File: src/rtl/padbus_pkg.sv
// Shared definitions for the pad-bus sequencer: state encoding, pad direction
// levels and the width of the shared phase counter.
package padbus_pkg;

  localparam int CNT_W = 4;

  localparam logic DIR_OUT = 1'b1;
  localparam logic DIR_IN  = 1'b0;

  typedef enum logic [3:0] {
    IDLE   = 4'd0,
    WDIR   = 4'd1,
    WSETUP = 4'd2,
    WSTRB  = 4'd3,
    WHOLD  = 4'd4,
    WREL   = 4'd5,
    RTURN  = 4'd6,
    RSTRB  = 4'd7,
    RREL   = 4'd8
  } state_t;

endpackage

File: src/rtl/padbus_seq.sv
// Core-side sequencer for a bidirectional pad bus: drives EN/DIR/data of the
// pad cells plus STB_N/RW_N, with break-before-make turnaround.
module padbus_seq
  import padbus_pkg::*;
#(
  parameter int M      = 7,
  parameter int N      = 0,
  parameter int TURN   = 1,
  parameter int WR_CYC = 2,
  parameter int RD_CYC = 2
) (
  input  logic       CLK,
  input  logic       RESET,
  input  logic       REQ,
  input  logic       RNW,
  input  logic [M:N] WDATA,
  output logic       BUSY,
  output logic       ACK,
  output logic [M:N] RDATA,
  output logic       PAD_EN,
  output logic       PAD_DIR,
  output logic [M:N] PAD_OUT,
  input  logic [M:N] PAD_IN,
  output logic       STB_N,
  output logic       RW_N
);

  // Handshake: REQ is looked at only while the FSM sits in IDLE; once taken,
  // BUSY stays high through the single-cycle ACK and any REQ seen meanwhile
  // (including in the ACK cycle) is dropped, never queued.

  localparam logic [CNT_W-1:0] TURN_LD = CNT_W'(TURN - 1);
  localparam logic [CNT_W-1:0] WR_LD   = CNT_W'(WR_CYC - 1);
  localparam logic [CNT_W-1:0] RD_LD   = CNT_W'(RD_CYC - 1);

  state_t           state;
  state_t           state_n;
  logic [CNT_W-1:0] cnt;
  logic [CNT_W-1:0] cnt_n;

  logic       en_n;
  logic       dir_n;
  logic       stb_n_n;
  logic       rw_n_n;
  logic       ack_n;
  logic       busy_n;
  logic [M:N] pad_out_n;
  logic [M:N] rdata_n;

  // Outputs are registered from the next-state decode so each pin changes on
  // the same edge that enters the state it belongs to.
  always_ff @(posedge CLK or posedge RESET) begin
    if (RESET) begin
      state   <= IDLE;
      cnt     <= '0;
      PAD_EN  <= 1'b0;
      PAD_DIR <= DIR_IN;
      STB_N   <= 1'b1;
      RW_N    <= 1'b1;
      ACK     <= 1'b0;
      BUSY    <= 1'b0;
      PAD_OUT <= '0;
      RDATA   <= '0;
    end else begin
      state   <= state_n;
      cnt     <= cnt_n;
      PAD_EN  <= en_n;
      PAD_DIR <= dir_n;
      STB_N   <= stb_n_n;
      RW_N    <= rw_n_n;
      ACK     <= ack_n;
      BUSY    <= busy_n;
      PAD_OUT <= pad_out_n;
      RDATA   <= rdata_n;
    end
  end

  // One down-counter serves every multi-cycle phase: loaded with length-1 on
  // entry, phase ends when it reads zero.
  always_comb begin
    state_n = state;
    cnt_n   = cnt;
    case (state)
      IDLE: begin
        if (REQ) begin
          if (RNW) begin
            state_n = RTURN;
            cnt_n   = TURN_LD;
          end else begin
            state_n = WDIR;
          end
        end
      end
      WDIR:   state_n = WSETUP;
      WSETUP: begin
        state_n = WSTRB;
        cnt_n   = WR_LD;
      end
      WSTRB: begin
        if (cnt == '0) state_n = WHOLD;
        else           cnt_n   = cnt - CNT_W'(1);
      end
      WHOLD:  state_n = WREL;
      WREL:   state_n = IDLE;
      RTURN: begin
        if (cnt == '0) begin
          state_n = RSTRB;
          cnt_n   = RD_LD;
        end else begin
          cnt_n = cnt - CNT_W'(1);
        end
      end
      RSTRB: begin
        if (cnt == '0) state_n = RREL;
        else           cnt_n   = cnt - CNT_W'(1);
      end
      RREL:    state_n = IDLE;
      default: state_n = IDLE;
    endcase
  end

  always_comb begin
    en_n      = 1'b0;
    dir_n     = PAD_DIR;
    stb_n_n   = 1'b1;
    rw_n_n    = RW_N;
    ack_n     = 1'b0;
    busy_n    = (state_n != IDLE);
    pad_out_n = PAD_OUT;
    rdata_n   = RDATA;
    case (state_n)
      WDIR: begin
        dir_n  = DIR_OUT;
        rw_n_n = 1'b0;
      end
      WSETUP: en_n = 1'b1;
      WSTRB: begin
        en_n    = 1'b1;
        stb_n_n = 1'b0;
      end
      WHOLD: en_n = 1'b1;
      WREL:  ack_n = 1'b1;
      RTURN: begin
        dir_n  = DIR_IN;
        rw_n_n = 1'b1;
      end
      RSTRB: begin
        en_n    = 1'b1;
        stb_n_n = 1'b0;
      end
      RREL:    ack_n = 1'b1;
      default: ;
    endcase
    if (state == IDLE && REQ && !RNW) pad_out_n = WDATA;
    // Read data is taken at the close of the final strobe cycle.
    if (state == RSTRB && cnt == '0) rdata_n = PAD_IN;
  end

endmodule

File: config.mk
export PLATFORM = sky130hd
export DESIGN_NAME = padbus_seq
export DESIGN_NICKNAME = d
export VERILOG_FILES = /design/src/rtl/padbus_pkg.sv /design/src/rtl/padbus_seq.sv
export SDC_FILE = /design/constraint.sdc
export NUM_CORES = 1
export LEC_CHECK = 0
export ABC_CLOCK_PERIOD_IN_PS = 5700
export CAP_MARGIN = 30
export CORE_MARGIN = 2
export CORE_UTILIZATION = 45
export DETAILED_ROUTE_END_ITERATION = 7
export GPL_TIMING_DRIVEN = 0
export PLACE_DENSITY = 0.76
export SLEW_MARGIN = 15
export SYNTH_ARGS = -nofsm -noshare
export SYNTH_HDL_FRONTEND = slang
export SYNTH_SLANG_ARGS = --single-unit
File: constraint.sdc
create_clock -name CLK -period 5.7 [get_ports CLK]
set_input_delay 1.14 -clock CLK [delete_from_list [all_inputs] [get_ports CLK]]
set_output_delay 1.14 -clock CLK [all_outputs]
set_load 0.005 [all_outputs]
# Word-level counts from Yosys, hierarchy flattened
# Cells that the tools add are included.
# op_classes
n_addsub	1
eq_ne	17
mux	16
reduce_logical	14
# ops
cell	count
two-way mux 4 bit	8
equality test 4 x 3 -> 1 bit (second input constant)	7
case mux 4 bit (7 select lines)	1
equality test 4 x 2 -> 1 bit (second input constant)	4
case mux 4 bit (4 select lines)	1
equality test 4 x 1 -> 1 bit (second input constant)	2
logical NOT 4 bit	2
nonzero test 4 bit	2
!= test 2 bit (second input constant)	3
OR reduction 2 bit	3
equality test 4 bit (second input constant)	1
case mux 1 bit (2 select lines)	2
AND reduction 4 bit	1
OR reduction 4 bit	1
subtractor 4 x 1 -> 4 bit (second input constant)	1
logical AND 1 bit	3
two-way mux 1 bit	3
two-way mux 3 bit	1
nonzero test 2 bit	1
logical NOT 1 bit	1
# word_totals
reg_bits	30
input_bits	20
out_inout_bits	22
wordCells	58

# Logic depth before layout (Yosys ltp)
# logic_depth
word_depth	6
mapped_depth	7
mapped_depth_nobuf	6

# Worst setup path after synthesis
# No wires, ideal clock.
# synth_timing
path_type	input-to-reg
startpoint	in REQ
endpoint	reg BUSY
setup_time_ns	0.139
t_arrival_ns	2.117
path_slack_ns	3.444
path_stages	4
cell_sequence	and4bb_1 o21bai_2 o311ai_4 or4_1
# synth_via
elab_chain_cells	3
# synth_lines
item	line	source
start, declared	padbus_seq.sv:14	input logic REQ,
two-way mux 4 bit	padbus_seq.sv:85	if (REQ) begin
case mux 4 bit (7 select lines)	padbus_seq.sv:83	case (state)
net state_n[2]	padbus_seq.sv:37	state_t state_n;
nonzero test 4 bit	padbus_seq.sv:128	busy_n = (state_n != IDLE);
net busy_n	padbus_seq.sv:46	logic busy_n;
end signal, assigned	padbus_seq.sv:72	BUSY <= busy_n;
end, declared	padbus_seq.sv:17	output logic BUSY,
# The timed path passes the listed nets, and every way through them passes these cells.
# A chain may end at the register's enable or synchronous reset.

# Worst setup path in the final report
# layout_timing
startpoint	in REQ
endpoint	reg cnt[1]
# layout_via
elab_chain_cells	2
# layout_lines
item	line	source
!= test 2 bit (no source line)	n/a	
AND reduction 4 bit (no source line)	n/a	
end signal, assigned	padbus_seq.sv:66	cnt <= cnt_n;
end, declared	padbus_seq.sv:38	logic [CNT_W-1:0] cnt;
# No other way between the ends.

==> results.py <==
metrics = {
    "worst_setup_path": {
        "crit_required_ns": 5.93,
        "timing_worst_setup_path_type": "in -> reg",
        "worst_setup_path_end_kind": "flip-flop",
        "crit_slowest_cell": "clkdlybuf4s50_1",
        "slowest_delay_ns": 0.51,
        "largest_fanout_on_the_critical_path": 6,
        "path_cells": "clkdlybuf4s50_1 > and4bb_1 > a22o_1 > or4b_1 > o21ai_0",
        "critPathArrivalTime_ns": 2.79,
        "setup.worst_path.start_class": "input pin",
    },
    "run_status": {
        "failed_checks": "design-rule violations",
        "outcome": "complete, but fails checks",
    },
    "sta": {
        "final-hold-violation-count": 0,
        "setup_slack_ns": 3.14,
        "report.final.setup_viol": 0,
        "max_slew_margin_pct": 56.5,
        "final.setup.tns_ns": 0,
        "fmax_ghz": 0.391,
        "setup_skew_after_layout_ns": 0.00628,
        "final.period_utilization_pct": 44.9,
        "slew_viol_final": 0,
        "worst-slew-pin-transition_ns": 0.652,
        "grt_setup_unrepaired": "no",
        "period_needed_ns": 2.56,
    },
    "placed_design": {
        "dp_hpwl_mm": 2.08,
        "gp_routability_congestion": 0.762,
        "numPortBuffers": 41,
        "preCtsSetupSlack_ns": 2.85,
        "dpl.cell_count": 176,
    },
    "clock_tree": {
        "insertion_delay_ns": 0.31,
        "cts_inserted_buffers": 5,
        "cts.sinks": 30,
        "post_cts_gate_resize_count": 0,
        "tritoncts": "built",
        "clkSlewWorstSetupHoldPaths_ns": 0.09,
        "cts_htree_levels": 2,
        "cts_hold_buffers": 0,
        "clock_tree.buffer_depth": 2,
        "cts_root_buffer": "clkbuf_4",
        "postCtsSetupBuffers": 0,
    },
    "yosys": {
        "synthesis.instances": 103,
        "ys_warn_count": 0,
        "synth-seq-cells": 30,
        "synth_ff_type": "dfrtp_1",
        "syn-cell-area_sq_mm": 0.00136,
        "synth_sequential_area_ratio_pct": 55.5,
        "synth_async_sr_flop_share_pct": 100,
        "postSynthAreaPerCell_sq_um": 13.2,
        "synth_enable_flop_cells": 0,
        "synth_largest_type_area_fraction_pct": 51.6,
        "synth.top_cells.by_count": "28 x dfrtp_1, 16 x mux2_2, 5 x o21ai_0",
        "synth.largest_area_cell": "dfrtp_1",
        "synth_fp_nets": 124,
        "yosys-top-cells-area": "dfrtp_1 52%, mux2_2 13%, dfstp_2 3.9%",
        "synth.distinct_cells": 37,
        "synthMostInstantiatedCell": "dfrtp_1",
    },
    "grt": {
        "grt_pass1_wl_mm": 4.45,
        "pin_count_of_the_biggest_net_entering_global_routing": 17,
        "grt_overflow": 0,
        "grt_antenna_before_repair": 0,
        "via_count_of_the_first_global_routing_pass": 988,
        "grtUsageTotal_pct": 17.4,
    },
    "drt": {
        "routed_wire_length_mm": 2.72,
        "drc": 2,
        "drt_first_iter_violations": 30,
        "wl_per_cell_microns": 14.8,
        "route.antenna.remaining_nets": 0,
        "drt_pass1_iterations": 6,
        "num_vias": 1001,
        "vias_per_cell": 5.44,
    },
    "layout": {
        "insertedDiodeCount": 0,
        "num-nets-final": 173,
        "regArea_sq_um": 753,
        "layoutNonFillerInstCount": 184,
        "syn2layout_area_growth_pct": 38.9,
        "layout_fillers": 247,
        "multi_input_comb_area_sq_um": 563,
        "share_of_post_route_cells_with_drive_strength_above_1_pct": 22.9,
    },
    "job": {
        "maxCapViolations": 0,
    },
    "die": {
        "rows": 19,
        "floorplan.die.height_microns": 58.9,
        "num_io_pins": 42,
        "starting_utilization_of_the_core_area_pct": 48.4,
        "die_x_microns": 58.9,
        "floorplan.core_area_sq_mm": 0.00281,
        "die_footprint_sq_mm": 0.00347,
    },
    "min_path": {
        "hold_class": "reg -> reg",
    },
    "power": {
        "irDropWorstVdd_mv": 0.320,
        "powerDensity_mw_per_mm2": 547,
        "p_leak_nw": 0.796,
    },
}
## worst max-delay path: cells and delay by family
kind	cells	cell delay [ns]
AOI/OAI and AO/OA	2	0.37
and+or+nand+nor	2	0.77
buffers and inverters	1	0.51
## cell usage in the layout (no fill, tap or decap), types with 2 or more instances in the layout
cell              n
clkbuf_4          5
a32o_1            3
dfrtp_1          28
o31ai_1           2
clkinv_2          2
inv_1             4
clkdlybuf4s50_1  41
nand2b_1          2
a21oi_1           3
nor3b_1           2
nor2b_1           3
buf_2             3
dfstp_2           2
and3_1            2
o21ai_0           5
nor2_1            4
nand2_1           2
mux2_2           16
## routing by layer
metal,part of all wire [%],track usage (%),up-vias
li1,-,-,475
met1,41,20.7,499
met2,54,29.0,25
met3,4.5,4.40,2
met4,0.99,8.77,0
met5,0,0,-
## per-stage QoR
step / total power, W / area [sq um] / hold WS (ns) / util (%)
3_5_place_dp: 0.000923 / 1830 / 0.492 / 65.4
5_1_grt: 0.00111 / 1890 / 0.526 / 67.2
2_1_floorplan: 0.000693 / 1360 / 0.504 / -
4_1_cts: 0.00104 / 1890 / 0.514 / 67.2
6_report: 0.00103 / 1890 / 0.512 / 67.2
3_3_place_gp: 0.000906 / 1810 / 0.488 / 64.4
## report_power, final
part | internal (W) | total [W] | switching (W)
Combinational | 0.000313 | 0.000533 | 0.000220
Sequential | 0.000318 | 0.000384 | 0.0000658
Clock | 0.0000469 | 0.000116 | 0.0000688
## layout make-up
class / count / area share, %
clock buffers: 6 / 2.19
multi-input cells: 65 / 29.9
well taps: 31 / 2.06
clock inverters: 2 / 0.531
repair buffers: 42 / 23.2
plain buffers: 4 / 1.39
inverters: 4 / 0.796
flip-flops and latches: 30 / 39.9
## cells by family (layout without fill, tap and decap cells)
family	Yosys count	count (layout)	synth area share [%]
mux	16	16	13.3
flops	30	30	55.5
buf+inv	8	58	3.04
simple gates	28	28	14.5
compound gates	20	20	12.8
fa+ha+maj	1	1	0.922
## final timing paths
check	startpoint	to	slack, ns	cells after the start
worst min-delay path	RDATA[2]	RDATA[2]	0.51	1
worst max-delay path	REQ	cnt[1]	3.14	5
min in group asynchronous	RESET	RDATA[7]	1.20	2
worst max register to register	cnt[0]	cnt[2]	3.61	7
worst min register to register	RDATA[2]	RDATA[2]	0.51	1
max in group asynchronous	RESET	STB_N	3.90	3
## registers in the layout, indices dropped and copies added, names as in the netlist
signal,count
RDATA,8
RW_N,1
PAD_DIR,1
ACK,1
cnt,4
PAD_OUT,8
PAD_EN,1
STB_N,1
state,4
BUSY,1
Note: power is estimated with default switching activity, not from simulation.
